<file path="src/rtl/sub_bytes_iter.sv">
// Iterative AES SubBytes: one 128-bit state is substituted LANES bytes per
// cycle through shared S-box instances, then held until downstream takes it.

// One FIPS-197 S-box, computed as affine(x^254) over GF(2^8) mod 0x11B.
module sub_bytes_sbox (
    input  logic [7:0] i_x,
    output logic [7:0] o_y
);
    function automatic logic [7:0] gmul(input logic [7:0] a, input logic [7:0] b);
        logic [7:0] p;
        logic [7:0] aa;
        p  = 8'h00;
        aa = a;
        for (int i = 0; i < 8; i++) begin
            if (b[i]) p = p ^ aa;
            aa = {aa[6:0], 1'b0} ^ (aa[7] ? 8'h1b : 8'h00);
        end
        return p;
    endfunction

    logic [7:0] w_inv;

    // x^254 is the multiplicative inverse and naturally maps 0 to 0
    always_comb begin
        logic [7:0] p;
        p     = i_x;
        w_inv = 8'h01;
        for (int i = 1; i < 8; i++) begin
            p     = gmul(p, p);
            w_inv = gmul(w_inv, p);
        end
    end

    assign o_y = w_inv
               ^ {w_inv[6:0], w_inv[7]}
               ^ {w_inv[5:0], w_inv[7:6]}
               ^ {w_inv[4:0], w_inv[7:5]}
               ^ {w_inv[3:0], w_inv[7:4]}
               ^ 8'h63;
endmodule

module sub_bytes_iter #(
    parameter int LANES = 4
) (
    input  logic         clk,
    input  logic         rst,
    input  logic         in_valid,
    output logic         in_ready,
    input  logic [127:0] in_data,
    output logic         out_valid,
    input  logic         out_ready,
    output logic [127:0] out_data,
    output logic         busy
);
    localparam int NCH = 16 / LANES;
    localparam int CW  = (NCH > 1) ? $clog2(NCH) : 1;
    localparam logic [CW-1:0] LAST = CW'(NCH - 1);

    generate
        if (!(LANES == 1 || LANES == 2 || LANES == 4 || LANES == 8 || LANES == 16)) begin : g_bad_lanes
            $error("sub_bytes_iter: LANES must be 1, 2, 4, 8 or 16");
        end
    endgenerate

    typedef enum logic [1:0] {S_IDLE, S_RUN, S_DONE} state_t;

    state_t                  r_state;
    state_t                  w_next;
    logic [CW-1:0]           r_cnt;
    logic [127:0]            r_data;
    logic [LANES-1:0][7:0]   w_src;
    logic [LANES-1:0][7:0]   w_sub;

    // Pick the chunk of bytes addressed by the counter
    always_comb begin
        for (int j = 0; j < LANES; j++) begin
            w_src[j] = r_data[(int'(r_cnt) * LANES + j) * 8 +: 8];
        end
    end

    genvar g;
    generate
        for (g = 0; g < LANES; g++) begin : g_lane
            sub_bytes_sbox u_sbox (.i_x(w_src[g]), .o_y(w_sub[g]));
        end
    endgenerate

    // Next-state logic; DONE never accepts, even on the output handshake cycle
    always_comb begin
        w_next = r_state;
        case (r_state)
            S_IDLE:  if (in_valid)      w_next = S_RUN;
            S_RUN:   if (r_cnt == LAST) w_next = S_DONE;
            S_DONE:  if (out_ready)     w_next = S_IDLE;
            default:                    w_next = S_IDLE;
        endcase
    end

    // State, chunk counter and in-place substituted data register
    always_ff @(posedge clk or posedge rst) begin
        if (rst) begin
            r_state <= S_IDLE;
            r_cnt   <= '0;
            r_data  <= '0;
        end else begin
            r_state <= w_next;
            case (r_state)
                S_IDLE: begin
                    if (in_valid) begin
                        r_data <= in_data;
                        r_cnt  <= '0;
                    end
                end
                S_RUN: begin
                    for (int j = 0; j < LANES; j++) begin
                        r_data[(int'(r_cnt) * LANES + j) * 8 +: 8] <= w_sub[j];
                    end
                    r_cnt <= (r_cnt == LAST) ? '0 : r_cnt + CW'(1);
                end
                default: ;
            endcase
        end
    end

    assign in_ready  = (r_state == S_IDLE) && !rst;
    assign out_valid = (r_state == S_DONE);
    assign busy      = (r_state == S_RUN) || (r_state == S_DONE);
    assign out_data  = r_data;
endmodule

</file>
<file path="config.mk">
export PLATFORM = sky130hd
export DESIGN_NAME = sub_bytes_iter
export DESIGN_NICKNAME = d
export VERILOG_FILES = /design/src/rtl/sub_bytes_iter.sv
export SDC_FILE = /design/constraint.sdc
export NUM_CORES = 2
export LEC_CHECK = 0
export ABC_CLOCK_PERIOD_IN_PS = 23300
export BUFFER_PORTS_ARGS = -buffer_cell sky130_fd_sc_hd__buf_2
export CAP_MARGIN = 20
export CELL_PAD_IN_SITES_DETAIL_PLACEMENT = 1
export CELL_PAD_IN_SITES_GLOBAL_PLACEMENT = 1
export CORE_MARGIN = 2
export CORE_UTILIZATION = 45
export CTS_CLUSTER_DIAMETER = 120
export DETAILED_ROUTE_END_ITERATION = 10
export GPL_TIMING_DRIVEN = 0
export PLACE_DENSITY = 0.78
export SLEW_MARGIN = 40
export SYNTH_ARGS = -nofsm -noshare
export SYNTH_HDL_FRONTEND = slang
export SYNTH_HIERARCHICAL = 1
export SYNTH_SLANG_ARGS = --single-unit
</file>
<file path="constraint.sdc">
create_clock -name clk -period 23.3 [get_ports clk]
set_input_delay 4.66 -clock clk [delete_from_list [all_inputs] [get_ports clk]]
set_output_delay 4.66 -clock clk [all_outputs]
set_load 0.01 [all_outputs]
</file>
==> results.md <==
Outcome:
- The flow ran to the end, and the final reports show no timing, DRC or antenna violations.

CTS:
- Clock latency on the worst-skew pair, taken at its later pin, is 0.47 ns.
- The longest clock path from root to sink contains 2 buffers.
- The root cell of the clock tree is clkbuf_16.
- The number of hold buffers added after CTS was 0.
- The CTS tree is done.
- The post-CTS setup buffer count is 0.
- CTS built an H-tree with a depth of 4.
- The number of instances resized during post-cts repair is 0.
- TritonCTS created 17 clock buffers.
- Counting every sink on the clock net gives 132.
- The register clock-pin slew on the reported worst setup and hold paths is 0.07 ns.

Floorplan:
- The cell row count is 143.
- The core area is between 150,000 and 200,000 sq um.
- The horizontal extent of the die is 395 um.
- The floorplan step defined a die boundary enclosing 156,000 sq um.
- From bottom edge to top edge, the die measures 395 um.
- For this configuration, the core starts out at a cell density of 0.452.
- The number of top-level pins is 263.

Logic synthesis:
- The number of standard cells after synthesis is 8,473.
- For this run, the register share of the synthesized area comes to 0.0481.
- The most used flip-flop cell after synthesis is dfrtp_1.
- For this run, the number of Yosys warnings is 6.
- The synthesized design contains 0 enable-type register cells.
- Counting flops and latches in the post-synthesis netlist gives roughly 130.
- The count of unique library cells instantiated by Yosys is 120.
- The net count after synthesis is 8,642.
- A synthesized cell averages 8.10 sq um.
- The synthesized netlist occupies a cell area of 68,600 sq um.
- In the synthesized netlist the async set-or-reset flop fraction comes to 1.00.

Detailed routing:
- Dividing the detail-routed wire length by the instance count gives 26.3 um.
- The detail-routed via count per cell is ~6.3.
- In this run, the number of DRC markers left after iteration 0 of detailed routing was 6,825.
- The final layout contains routed wiring with a total length of 286,000 um.
- The number of optimization iterations in the first detailed-route pass is 5.
- In this run the remaining antenna-violating nets after routing total 0.
- The vias after detailed routing is 68,600.
- The post-route DRC violation count is 0.

Timing:
- The number of setup violations in the final report is 0.
- Static timing analysis puts the maximum clock frequency at slightly below 50 MHz.
- Subtracting the final worst setup slack from the clock period gives between 20 and 25 ns.
- The max-slew violation count came to 0.
- Setup repair after global routing left no endpoint under its margin.
- The number of hold-slack violations in the final timing report is 0.
- The worst-case clock skew is around 0.012 ns.
- The final period utilization is 0.892.
- Headroom to the max-slew limit came out at 0.396.
- The post-route setup TNS is 0 ns.
- The slew at the pin closest to its max-slew limit is 0.900 ns.

Placed design:
- In this run the tool buffered the top-level ports with 262 buffer cells.
- At the end of routability-driven placement, the weighted congestion stood at 0.974.
- Once detailed placement completed, the half-perimeter wirelength came to around 220,000 um.

Layout:
- The layout net count is 8,925.
- The top cell types in the final layout, fill and taps aside, are xnor2_1, nor2_1, nand2_1.
- The filler cell count is 18,800.
- The sequential cell area is 3300 sq um.
- In the final layout, the multi-input gates occupy 62,600 sq um.
- Relative to the synthesized area, the layout overhead comes to 7.64%.
- The library cell used most frequently in the layout, excluding fill and tap cells, is xnor2_1.
- In the final layout, the share of cells above drive strength 1 is 0.152.

Global routing:
- The first-pass GRT wire length is between 400,000 and 500,000 um.
- The final global-route overflow total is 0.
- The initial antenna violation count is 78.
- The total routing resource utilization after global routing is 0.351.
- The pin count of the biggest net entering global routing is 70.
- The via count of the first global-routing pass is 68,000.

Flow run:
- The max capacitance violation total is 0.

Worst setup path:
- The critical path required time is 23.70 ns.
- Data on the critical path arrives at its endpoint at 21.18 ns.
- The type of element launching the critical path is a register.
- The path type of the worst setup path is reg2reg.
- The cell that appears most often on the critical path is nand2_1.
- In this run the worst path has a maximum fanout of 10.
- For the worst flop-to-flop path, the logic depth is 61.
- The worst setup path is captured at a register.
- The critical-path cell with the highest stage delay is o31ai_1.
- The worst stage delay on the critical path is 0.75 ns.

Worst hold path:
- The tightest min-delay check is of the reg2reg type.
- Along the worst hold path, the cell count comes to 1.
==> through the flow <==
step	cell area, sq um	instances	util	setup WS [ns]	hold slack [ns]
detailed placement	73000	10800	0.481	3.10	0.529
CTS	73600	10800	0.485	2.94	0.545
global placement	72500	10800	0.478	3.09	0.518
floorplan	68600	8473	-	7.59	0.497
finish	73900	10800	0.487	2.52	0.547
global route	73800	10800	0.487	1.49	0.568
==> registers in the layout, indices dropped and copies added (netlist names) <==
signal    cells
out_data    128
r_state       2
r_cnt         2
==> critical path, delay by kind of cell, from the launching register on <==
kind	cells	cell delay, ns
compound gates	12	3.86
xor+xnor	15	6.09
fa+ha+maj	3	1.13
buf+inv	13	4.69
flops	1	0.39
mux	4	1.35
simple gates	14	3.11
==> cell type report <==
class | count | area share
tap | 2030 | 0.0344
timing repair buffer | 264 | 0.0182
multi-input combinational | 7630 | 0.847
sequential | 132 | 0.0447
inverter | 92 | 0.00478
clock buffer | 17 | 0.00576
buffer | 619 | 0.0420
antenna | 45 | 0.00152
clock inverter | 15 | 0.00186
==> cell families (layout without fill, tap and decap cells) <==
logic type / count (synthesis) / after routing / share of synthesized area
other: 0 / 45 / 0
multiplexers: 327 / 327 / 0.0560
AO/OA/AOI/OAI: 1770 / 1770 / 0.186
buffers and inverters: 711 / 1007 / 0.0501
flip-flops: 132 / 132 / 0.0481
AND/OR/NAND/NOR: 3000 / 3000 / 0.199
XOR/XNOR: 2492 / 2492 / 0.453
adder cells (fa/ha/maj): 41 / 41 / 0.00733
==> per-layer routing <==
metal,part of all wire,global-route usage
met3,0.092,0.0704
met5,0.0012,0
met1,0.42,0.471
met2,0.45,0.556
met4,0.042,0.132
==> path summary, 6_finish.rpt <==
path	slack [ns]	start	end
max	2.52	r_cnt[1]	out_data[88]
min	0.55	out_data[69]	out_data[69]
max reg2reg	2.52	r_cnt[1]	out_data[88]
min reg2reg	0.55	out_data[69]	out_data[69]
max in group asynchronous	18.18	rst	out_data[115]
min in group asynchronous	4.27	rst	out_data[28]
==> synthesized netlist by cell type (52+ instances only) <==
cell,number,share of area
xnor2_1,1392,0.18
nor2_1,1082,0.059
nand2_1,895,0.049
a21oi_1,368,0.027
xnor3_1,356,0.12
xor2_1,356,0.045
clkbuf_1,297,0.016
mux2i_1,233,0.034
o21ai_0,216,0.016
nor3_1,209,0.015
nand3_1,207,0.015
o22ai_1,204,0.019
xnor2_2,176,0.042
buf_2,159,0.012
dfrtp_1,132,0.048
nand2b_1,97,0.0088
a31oi_1,88,0.0080
nor2b_1,81,0.0074
o21ai_1,80,0.0058
a22oi_1,69,0.0075
a2bb2oi_2,67,0.015
a211oi_1,60,0.0066
buf_4,60,0.0066
nand4_1,58,0.0053
buf_1,56,0.0031
inv_1,55,0.0030
and2_1,52,0.0047
xor3_1,52,0.018
Power is left out: the tool's default activity adds up to more than one toggle a clock period on the data nets, which glitch-free logic cannot reach.
